### config.mk
export PLATFORM = sky130hd
export DESIGN_NAME = vga_stream_out
export DESIGN_NICKNAME = d
export VERILOG_FILES = /design/src/rtl/vga_pkg.sv /design/src/rtl/vga_timing.sv /design/src/rtl/vga_stream_out.sv
export SDC_FILE = /design/constraint.sdc
export NUM_CORES = 1
export LEC_CHECK = 0
export CAP_MARGIN = 20
export CORE_MARGIN = 3
export CORE_UTILIZATION = 45
export DETAILED_ROUTE_END_ITERATION = 10
export PLACE_DENSITY = 0.83
export SKIP_LAST_GASP = 1
export SYNTH_ARGS = -nofsm -noshare
export SYNTH_HDL_FRONTEND = slang
export SYNTH_SLANG_ARGS = --single-unit
### constraint.sdc
create_clock -name sys_clk -period 1.86 [get_ports sys_clk]
set_clock_uncertainty 0.1 [all_clocks]
set_input_delay 0.186 -clock sys_clk [delete_from_list [all_inputs] [get_ports sys_clk]]
set_output_delay 0.186 -clock sys_clk [all_outputs]
set_load 0.05 [all_outputs]
### src/rtl/vga_pkg.sv
// Shared types and default 640x480@60 timing for the VGA stream output stage.
package vga_pkg;

   typedef enum logic {
      SEEK   = 1'b0,
      STREAM = 1'b1
   } state_t;

   typedef struct packed {
      logic [3:0] r;
      logic [3:0] g;
      logic [3:0] b;
   } rgb444_t;

   localparam int DEF_H_ACTIVE = 640;
   localparam int DEF_H_FP     = 16;
   localparam int DEF_H_SYNC   = 96;
   localparam int DEF_H_BP     = 48;
   localparam int DEF_V_ACTIVE = 480;
   localparam int DEF_V_FP     = 10;
   localparam int DEF_V_SYNC   = 2;
   localparam int DEF_V_BP     = 33;

   // Pin level for a sync pulse given whether it is asserted and the asserted polarity.
   function automatic logic sync_level(input logic asserted, input logic pol);
      return asserted ? pol : ~pol;
   endfunction

endpackage

### src/rtl/vga_timing.sv
// Free-running VGA raster generator: h/v counters, active window, sync levels
// and the last-pixel-of-frame strobe, all decoded from the current counters.
module vga_timing
   import vga_pkg::*;
#(
   parameter int   H_ACTIVE = DEF_H_ACTIVE,
   parameter int   H_FP     = DEF_H_FP,
   parameter int   H_SYNC   = DEF_H_SYNC,
   parameter int   H_BP     = DEF_H_BP,
   parameter int   V_ACTIVE = DEF_V_ACTIVE,
   parameter int   V_FP     = DEF_V_FP,
   parameter int   V_SYNC   = DEF_V_SYNC,
   parameter int   V_BP     = DEF_V_BP,
   parameter logic SYNC_POL = 1'b0,
   localparam int  H_TOTAL  = H_ACTIVE + H_FP + H_SYNC + H_BP,
   localparam int  V_TOTAL  = V_ACTIVE + V_FP + V_SYNC + V_BP,
   localparam int  HW       = $clog2(H_TOTAL),
   localparam int  VW       = $clog2(V_TOTAL)
) (
   input  logic          i_clk,
   input  logic          i_rst,
   output logic [HW-1:0] o_h_cnt,
   output logic [VW-1:0] o_v_cnt,
   output logic          o_active,
   output logic          o_hsync,
   output logic          o_vsync,
   output logic          o_frame_end
);

   localparam logic [HW-1:0] H_LAST = HW'(H_TOTAL - 1);
   localparam logic [HW-1:0] H_ACT  = HW'(H_ACTIVE);
   localparam logic [HW-1:0] H_SS   = HW'(H_ACTIVE + H_FP);
   localparam logic [HW-1:0] H_SE   = HW'(H_ACTIVE + H_FP + H_SYNC);
   localparam logic [VW-1:0] V_LAST = VW'(V_TOTAL - 1);
   localparam logic [VW-1:0] V_ACT  = VW'(V_ACTIVE);
   localparam logic [VW-1:0] V_SS   = VW'(V_ACTIVE + V_FP);
   localparam logic [VW-1:0] V_SE   = VW'(V_ACTIVE + V_FP + V_SYNC);

   logic [HW-1:0] r_h_cnt;
   logic [VW-1:0] r_v_cnt;
   logic          w_h_wrap;
   logic          w_v_wrap;

   assign w_h_wrap = (r_h_cnt == H_LAST);
   assign w_v_wrap = (r_v_cnt == V_LAST);

   // Raster counters: never stall, v advances on the horizontal wrap.
   always_ff @(posedge i_clk or posedge i_rst) begin
      if (i_rst) begin
         r_h_cnt <= '0;
         r_v_cnt <= '0;
      end else if (w_h_wrap) begin
         r_h_cnt <= '0;
         if (w_v_wrap) begin
            r_v_cnt <= '0;
         end else begin
            r_v_cnt <= r_v_cnt + VW'(1);
         end
      end else begin
         r_h_cnt <= r_h_cnt + HW'(1);
      end
   end

   assign o_h_cnt     = r_h_cnt;
   assign o_v_cnt     = r_v_cnt;
   assign o_active    = (r_h_cnt < H_ACT) && (r_v_cnt < V_ACT);
   assign o_hsync     = sync_level((r_h_cnt >= H_SS) && (r_h_cnt < H_SE), SYNC_POL);
   assign o_vsync     = sync_level((r_v_cnt >= V_SS) && (r_v_cnt < V_SE), SYNC_POL);
   assign o_frame_end = w_h_wrap && w_v_wrap;

endmodule

### src/rtl/vga_stream_out.sv
// RGB444 stream to VGA pins: locks the stream to the raster at frame start,
// drops back to SEEK on underflow or misaligned markers, and keeps sticky flags.
module vga_stream_out
   import vga_pkg::*;
#(
   parameter int   H_ACTIVE = DEF_H_ACTIVE,
   parameter int   H_FP     = DEF_H_FP,
   parameter int   H_SYNC   = DEF_H_SYNC,
   parameter int   H_BP     = DEF_H_BP,
   parameter int   V_ACTIVE = DEF_V_ACTIVE,
   parameter int   V_FP     = DEF_V_FP,
   parameter int   V_SYNC   = DEF_V_SYNC,
   parameter int   V_BP     = DEF_V_BP,
   parameter logic SYNC_POL = 1'b0
) (
   input  logic        sys_clk,
   input  logic        sys_rst,
   input  logic [11:0] s_tdata,
   input  logic        s_tvalid,
   output logic        s_tready,
   input  logic        s_tuser,
   input  logic        s_tlast,
   input  logic        err_clr,
   output logic [3:0]  vga_r,
   output logic [3:0]  vga_g,
   output logic [3:0]  vga_b,
   output logic        vga_hsync,
   output logic        vga_vsync,
   output logic        err_underflow,
   output logic        err_align,
   output logic        locked
);

   localparam int HW = $clog2(H_ACTIVE + H_FP + H_SYNC + H_BP);
   localparam int VW = $clog2(V_ACTIVE + V_FP + V_SYNC + V_BP);
   localparam logic [HW-1:0] H_LINE_END = HW'(H_ACTIVE - 1);

   logic [HW-1:0] w_h_cnt;
   logic [VW-1:0] w_v_cnt;
   logic          w_active;
   logic          w_hsync;
   logic          w_vsync;
   logic          w_frame_end;

   state_t  r_state;
   state_t  w_state_next;
   rgb444_t r_rgb;
   rgb444_t w_rgb_next;
   logic    w_tready;
   logic    w_accept;
   logic    w_at_origin;
   logic    w_set_under;
   logic    w_set_align;
   logic    r_hsync;
   logic    r_vsync;
   logic    r_err_under;
   logic    r_err_align;
   logic    r_locked;

   vga_timing #(
      .H_ACTIVE (H_ACTIVE),
      .H_FP     (H_FP),
      .H_SYNC   (H_SYNC),
      .H_BP     (H_BP),
      .V_ACTIVE (V_ACTIVE),
      .V_FP     (V_FP),
      .V_SYNC   (V_SYNC),
      .V_BP     (V_BP),
      .SYNC_POL (SYNC_POL)
   ) u_timing (
      .i_clk       (sys_clk),
      .i_rst       (sys_rst),
      .o_h_cnt     (w_h_cnt),
      .o_v_cnt     (w_v_cnt),
      .o_active    (w_active),
      .o_hsync     (w_hsync),
      .o_vsync     (w_vsync),
      .o_frame_end (w_frame_end)
   );

   assign w_accept    = s_tvalid && w_tready;
   assign w_at_origin = (w_h_cnt == '0) && (w_v_cnt == '0);

   // Next state, handshake, pixel select and error detection.
   always_comb begin
      w_state_next = r_state;
      w_tready     = 1'b0;
      w_rgb_next   = '0;
      w_set_under  = 1'b0;
      w_set_align  = 1'b0;
      case (r_state)
         SEEK: begin
            // Discard stray beats but hold the SOF until the raster reaches (0,0).
            w_tready = ~s_tuser;
            if (s_tvalid && s_tuser && w_frame_end) begin
               w_state_next = STREAM;
            end else begin
               w_state_next = SEEK;
            end
         end
         STREAM: begin
            w_tready    = w_active;
            w_set_under = w_active && !s_tvalid;
            w_set_align = w_accept &&
                          ((s_tuser && !w_at_origin) || (s_tlast != (w_h_cnt == H_LINE_END)));
            if (w_accept) begin
               w_rgb_next = rgb444_t'(s_tdata);
            end else begin
               w_rgb_next = '0;
            end
            if (w_set_under || w_set_align) begin
               w_state_next = SEEK;
            end else begin
               w_state_next = STREAM;
            end
         end
         default: begin
            w_state_next = SEEK;
         end
      endcase
   end

   // State and pin registers; a new error outranks a coincident clear.
   always_ff @(posedge sys_clk or posedge sys_rst) begin
      if (sys_rst) begin
         r_state     <= SEEK;
         r_rgb       <= '0;
         r_hsync     <= ~SYNC_POL;
         r_vsync     <= ~SYNC_POL;
         r_err_under <= 1'b0;
         r_err_align <= 1'b0;
         r_locked    <= 1'b0;
      end else begin
         r_state     <= w_state_next;
         r_rgb       <= w_rgb_next;
         r_hsync     <= w_hsync;
         r_vsync     <= w_vsync;
         r_err_under <= w_set_under | (r_err_under & ~err_clr);
         r_err_align <= w_set_align | (r_err_align & ~err_clr);
         r_locked    <= (w_state_next == STREAM);
      end
   end

   assign s_tready      = w_tready & ~sys_rst;
   assign vga_r         = r_rgb.r;
   assign vga_g         = r_rgb.g;
   assign vga_b         = r_rgb.b;
   assign vga_hsync     = r_hsync;
   assign vga_vsync     = r_vsync;
   assign err_underflow = r_err_under;
   assign err_align     = r_err_align;
   assign locked        = r_locked;

endmodule

==> metrics.yaml, run 1 <==
syn-cell-area_um2: 1667
sw_frac_of_total: 0.1969
slew_headroom: 0.6345
tightest_slew_ps: 546.5
whs_ps: 139.2
cp_max_fo: 4
first_iter_violations: 53
fin_cells: 260
vias: 1397
max-clock-path-buffers: 2
placed_area_um2: 2155
ir_drop_mv: 0.6781
hold_class: "in -> async"
place.gp.congestion: 0.8314
slew_viol_final: 0
io_pins: 36
synth_top_area_frac: 0.5255
mostFrequentLayoutCells: "dfrtp_1, clkdlybuf4s50_1, buf_4"
clock_latency_ps: 290
finalHoldViolCount: 0
core_um2: 3442
grt_use_total: 0.1978
cp.arrival_ps: 1950
reg2reg_from: "u_timing.o_h_cnt[1]$_DFF_PP0_"
pwr-share-seq: 0.503
die_h_um: 66.86
syn_area_per_cell_um2: 10.62
final_common_cell: "dfrtp_1"
dp_hpwl_um: 2829
first_global_vias: 1419
fill_cells: 243
cts_root_buf: "clkbuf_8"
postSynthCellCount: 157
switchingPower_mw: 0.3147
wl_per_cell_um: 16.15
drt_wl_total_um: 4198
leakagePower_nw: 1.089
regArea_um2: 932.1
clkPwrFrac: 0.450
required_ps: 1960
seq_area_frac_synth: 0.5571
multi_input_area_um2: 785.8
die_x_um: 66.86
start_kind: "flip-flop"
fin_area_um2: 2426
ys_seq_elements: 37
cts_buffers: 5
total_power_mw: 1.599
yosysTopAreaCell: "dfrtp_1"
grt_pass1_wl_um: 6575
cts_max_level: 2
grt_antenna_before_repair: 0
pwr-share-comb: 0.046
fin_crit_ps: 1849
areaGrowthSynthToFinish_pct: 45.57
setup_viol: 0
final_nets: 235
syn-num-nets: 179
dieArea_um2: 4470
drive_gt1_frac: 0.2336
viasPerCell: 5.373
start_util: 0.4842
max-cap-violations: 0
period_share: 0.9938
antenna_cells: 0
critPathCaptureType: "flip-flop"
path_clk_slew_ps: 70
ant_nets: 0
synthTopCellsByArea: "dfrtp_1, and2_1, xnor2_1"
yosysWarningCount: 0
outcome: "finished, final reports clean"
cts_tree: "built"
p_per_area_nw_per_um2: 658.9
synth.distinct_cells: 35
route.detailed.drc: 0
cts_sinks: 37
first_pass_iters: 4
dp_cells: 244
crit_type: "reg -> reg"
max_freq_ghz: 0.5410
rows: 21
port_buffers: 35
p_int_mw: 1.284
rsz0062_at_grt: "yes"
startpoint: "u_timing.o_h_cnt[1]$_DFF_PP0_"
grt_max_degree: 33
overflow: 0
fin_util: 0.7048
-- layer usage --
layer	wire length (um)	vias up	track usage
li1	-	652	-
met1	1658	701	0.2345
met2	2304	34	0.3366
met3	144	10	0.05228
met4	90	0	0.08354
met5	0	-	0
-- Yosys cell counts, drive strengths merged --
library cell	n
a21oi	1
a22o	1
and2	12
and3	5
and4	1
buf	1
clkbuf	4
dfrtp	35
dfstp	2
ha	4
inv	7
mux2i	1
nand2	10
nand3	11
nand3b	1
nand4	7
nand4b	3
nor2	17
nor3	1
nor4	3
nor4b	1
o211ai	1
o21ai	8
o2bb2ai	1
o31a	1
o31ai	1
or2	1
or4	2
xnor2	7
xor2	7
-- state kept, by name (all words and copies together) (netlist names) --
signal            cells
u_timing.o_h_cnt     10
u_timing.o_v_cnt     10
vga_b                 4
vga_g                 4
vga_r                 4
err_align             1
err_underflow         1
locked                1
vga_hsync             1
vga_vsync             1
-- stage by stage --
| step | setup WS [ps] | TNS [ps] |
|---|---|---|
| final | 11.45 | 0 |
| after global routing | -75.23 | -273.6 |
| after CTS | -27.90 | -47.19 |
| after detailed placement | -20.96 | -20.96 |
| after global placement | 58.23 | 0 |
| after floorplan | 77.40 | 0 |
-- logic make-up after synthesis --
family / Yosys count / share of synthesized area
AO/OA/AOI/OAI: 14 / 0.05181
XOR/XNOR: 14 / 0.07358
adder cells (fa/ha/maj): 4 / 0.03003
buffers and inverters: 12 / 0.02853
flip-flops: 37 / 0.5571
multiplexers: 1 / 0.006006
AND/OR/NAND/NOR: 75 / 0.2530
-- path summary, 6_finish.rpt --
| kind | end | depth (start not counted) | slack [ps] |
|---|---|---|---|
| max in group asynchronous | vga_hsync$_DFF_PP1_ | 3 | 1010 |
| hold / removal | vga_b[3]$_DFF_PP0_ | 2 | 140 |
| setup / recovery | locked$_DFF_PP0_ | 6 | 10 |
| setup reg to reg | locked$_DFF_PP0_ | 6 | 10 |
| min in group sys_clk | vga_g[3]$_DFF_PP0_ | 2 | 350 |
| hold reg to reg | err_underflow$_DFF_PP0_ | 1 | 430 |
-- final cells by class --
| cell class | count | area share |
|---|---|---|
| multi-input cells | 108 | 0.3239 |
| clock buffers | 7 | 0.03559 |
| repair buffers | 54 | 0.2094 |
| clock inverters | 1 | 0.01238 |
| well taps | 46 | 0.02372 |
| inverters | 7 | 0.01083 |
| flip-flops and latches | 37 | 0.3842 |
-- power by group through the flow --
stage | combinational, mW | clock [mW] | sequential (mW)
detailed placement | 0.0730 | 0 | 0.820
floorplan | 0.0206 | 0 | 0.820
global placement | 0.0713 | 0 | 0.820
global route | 0.0802 | 0.756 | 0.804
finish | 0.0743 | 0.720 | 0.804
CTS | 0.0736 | 0.729 | 0.804
-- worst max-delay path, stage by stage (launching register included) --
cell and delay [ps]:
dfrtp_1 400, ha_4 180, nand3_4 80, or4_4 600
nor2_4 130, nand4b_1 130, o211ai_1 130
-- repair_timing --
action,4_1_cts,5_1_grt
pin swaps,1,8
gates resized for setup,8,13
hold endpoints to repair,0,0
setup buffers,2,6
endpoints found under the setup margin,3,12
hold buffers,0,0
Power figures use the tool's default switching activity.
==> run 2: changes to the inputs <==
--- a/config.mk
+++ b/config.mk
@@ -10,7 +10,6 @@
 export CORE_UTILIZATION = 45
 export DETAILED_ROUTE_END_ITERATION = 10
 export PLACE_DENSITY = 0.83
-export SKIP_LAST_GASP = 1
 export SYNTH_ARGS = -nofsm -noshare
 export SYNTH_HDL_FRONTEND = slang
 export SYNTH_SLANG_ARGS = --single-unit
==> run 2 against run 1 <==
  * Register-to-register slack about the same
  * Maximum frequency is essentially flat
  * Critical path depth unchanged
  * Combinational power about the same
  * Routed wire length is 0.43% lower
  * Total power is essentially flat
  * First-iteration DRC count is 19% higher
  * Count of clock-buffer cells in the layout unchanged
  * Highest routed layer unchanged
  * Design area shrank 0.62%
  * Critical path type unchanged
==> metrics.yaml, run 2 (synthesis results as in run 1) <==
outcome: "finished, final reports clean"
leakagePower_nw: 1.077  # -1.0%
crit_path_cell_trace: "ha_4 -> nand3_4 -> or4_4 -> nor2_4 -> nand4b_1 -> o211ai_1"
place.gp.congestion: 0.8314  # unchanged
slowest_delay_ps: 600  # about the same
antenna_cells: 0  # unchanged
grt_max_degree: 33  # unchanged
multi_input_area_um2: 785.8  # unchanged
viasPerCell: 5.364  # -0.16%
first_pass_iters: 4  # unchanged
mostFrequentLayoutCells: "dfrtp_1, clkdlybuf4s50_1, buf_4"
cp_slowest_cell: "or4_4"
cts_max_level: 2  # unchanged
dieArea_um2: 4470  # unchanged
fin_area_um2: 2411  # -0.62%
finalHoldViolCount: 0  # unchanged
setup_tns_ps: 0  # unchanged
path_clk_slew_ps: 70  # about the same
period_share: 0.9929  # about the same
required_ps: 1960  # about the same
ir_drop_mv: 0.6782  # about the same
max-cap-violations: 0  # unchanged
setup_viol: 0  # unchanged
cts-hold-fix-buffers: 0  # unchanged
overflow: 0  # unchanged
io_pins: 36  # unchanged
regArea_um2: 932.1  # unchanged
cp_max_fo: 4  # unchanged
critPathTopFamily: "simple AND/OR/NAND/NOR gates"
hold_class: "in -> async"
max_freq_ghz: 0.5415  # about the same
cp.arrival_ps: 1950  # about the same
grt_use_total: 0.1978  # unchanged
dp_hpwl_um: 2829  # unchanged
final_common_cell: "dfrtp_1"
vias: 1384  # -0.93%
first_global_vias: 1419  # unchanged
max-clock-path-buffers: 2  # unchanged
critPathCaptureType: "flip-flop"
grt_pass1_wl_um: 6575  # unchanged
wl_per_cell_um: 16.20  # +0.34%
die_h_um: 66.86  # unchanged
p_per_area_nw_per_um2: 663.3  # +0.67%
start_kind: "flip-flop"
path_depth: 6  # unchanged
cts_root_buf: "clkbuf_8"
final_nets: 233  # -0.85%
cts_tree: "built"
start_util: 0.4842  # unchanged
first_iter_violations: 63  # +19%
tightest_slew_ps: 549.6  # +3.062 ps
fin_crit_ps: 1847  # -1.829 ps
ant_nets: 0  # unchanged
clock_latency_ps: 290  # about the same
r2r_cells: 6  # unchanged
route.detailed.drc: 0  # unchanged
drive_gt1_frac: 0.2264  # -0.007230
rows: 21  # unchanged
crit_type: "reg -> reg"
slew_viol_final: 0  # unchanged
areaGrowthSynthToFinish_pct: 44.67
drt_wl_total_um: 4180  # -0.43%
rsz0062_at_grt: "yes"
die_x_um: 66.86  # unchanged
path_buf_inv: 0  # unchanged
cts_sinks: 37  # unchanged
port_buffers: 35  # unchanged
cts_buffers: 5  # unchanged
core_um2: 3442  # unchanged
placed_area_um2: 2155  # unchanged
fill_cells: 245  # +0.82%
slew_headroom: 0.6324  # -0.002048
grt_antenna_before_repair: 0  # unchanged
-- run 2: cell types whose count changed in the layout (fill, tap and decap cells not counted), sizes merged --
cell / delta
buf: -2
-- run 2: power by group --
| group | internal (mW) | total, mW | switching, mW | leakage [nW] |
|---|---|---|---|---|
| Sequential | 0.804 | 0.804 | 0.000000000000000274 | 0.492 |
| Combinational | 0.0427 | 0.0743 | 0.0316 | 0.527 |
| Clock | 0.437 | 0.721 | 0.284 | 0.0585 |
-- run 2: final timing paths --
| path | slack (ps) | startpoint | endpoint |
|---|---|---|---|
| worst max-delay path | 10 | u_timing.o_h_cnt[1]$_DFF_PP0_ | locked$_DFF_PP0_ |
| worst min-delay path | 140 | sys_rst | vga_b[3]$_DFF_PP0_ |
| worst max register to register | 10 | u_timing.o_h_cnt[1]$_DFF_PP0_ | locked$_DFF_PP0_ |
| worst min register to register | 430 | err_underflow$_DFF_PP0_ | err_underflow$_DFF_PP0_ |
| max in group asynchronous | 1010 | sys_rst | vga_hsync$_DFF_PP1_ |
| min in group sys_clk | 350 | s_tdata[7] | vga_g[3]$_DFF_PP0_ |
-- run 2: per-layer routing --
| metal | track usage | vias up | wire, um |
|---|---|---|---|
| met2 | 0.3366 | 30 | 2273 |
| met1 | 0.2345 | 692 | 1657 |
| met4 | 0.08354 | 0 | 111 |
| met3 | 0.05228 | 13 | 138 |
| met5 | 0 | - | 0 |
| li1 | - | 649 | - |
-- run 2: area by class of cell --
cell class	instances	share of cell area
clock buffer	7	0.03581
multi-input combinational	108	0.3259
tap	46	0.02387
sequential	37	0.3866
timing repair buffer	52	0.2045
inverter	7	0.01090
clock inverter	1	0.01245
-- run 2: repair_timing --
action / 4_1_cts / 5_1_grt
buffers inserted: 2 / 4
gates resized for setup: 9 / 12
pin swaps: 1 / 9
cloned: 0 / 0
setup endpoints to repair: 3 / 11
-- run 2: per-stage QoR --
step	setup slack, ps	hold slack (ps)	power, mW	util	std cells
finish	13.28	137.0	1.599	0.7005	258
global route	-75.23	153.6	1.640	0.7005	258
CTS	-27.90	98.40	1.607	0.6721	254
detailed placement	-20.96	403.8	0.8927	0.6260	244
global placement	58.23	378.3	0.8909	0.6260	244
floorplan	77.40	168.5	0.8403	-	157
-- run 2: worst register-to-register path: cells and delay by family, from the launching register on --
kind	cells	cell delay, ps
adders and majority gates	1	180
AOI/OAI and AO/OA	1	130
DFF	1	400
and+or+nand+nor	4	940
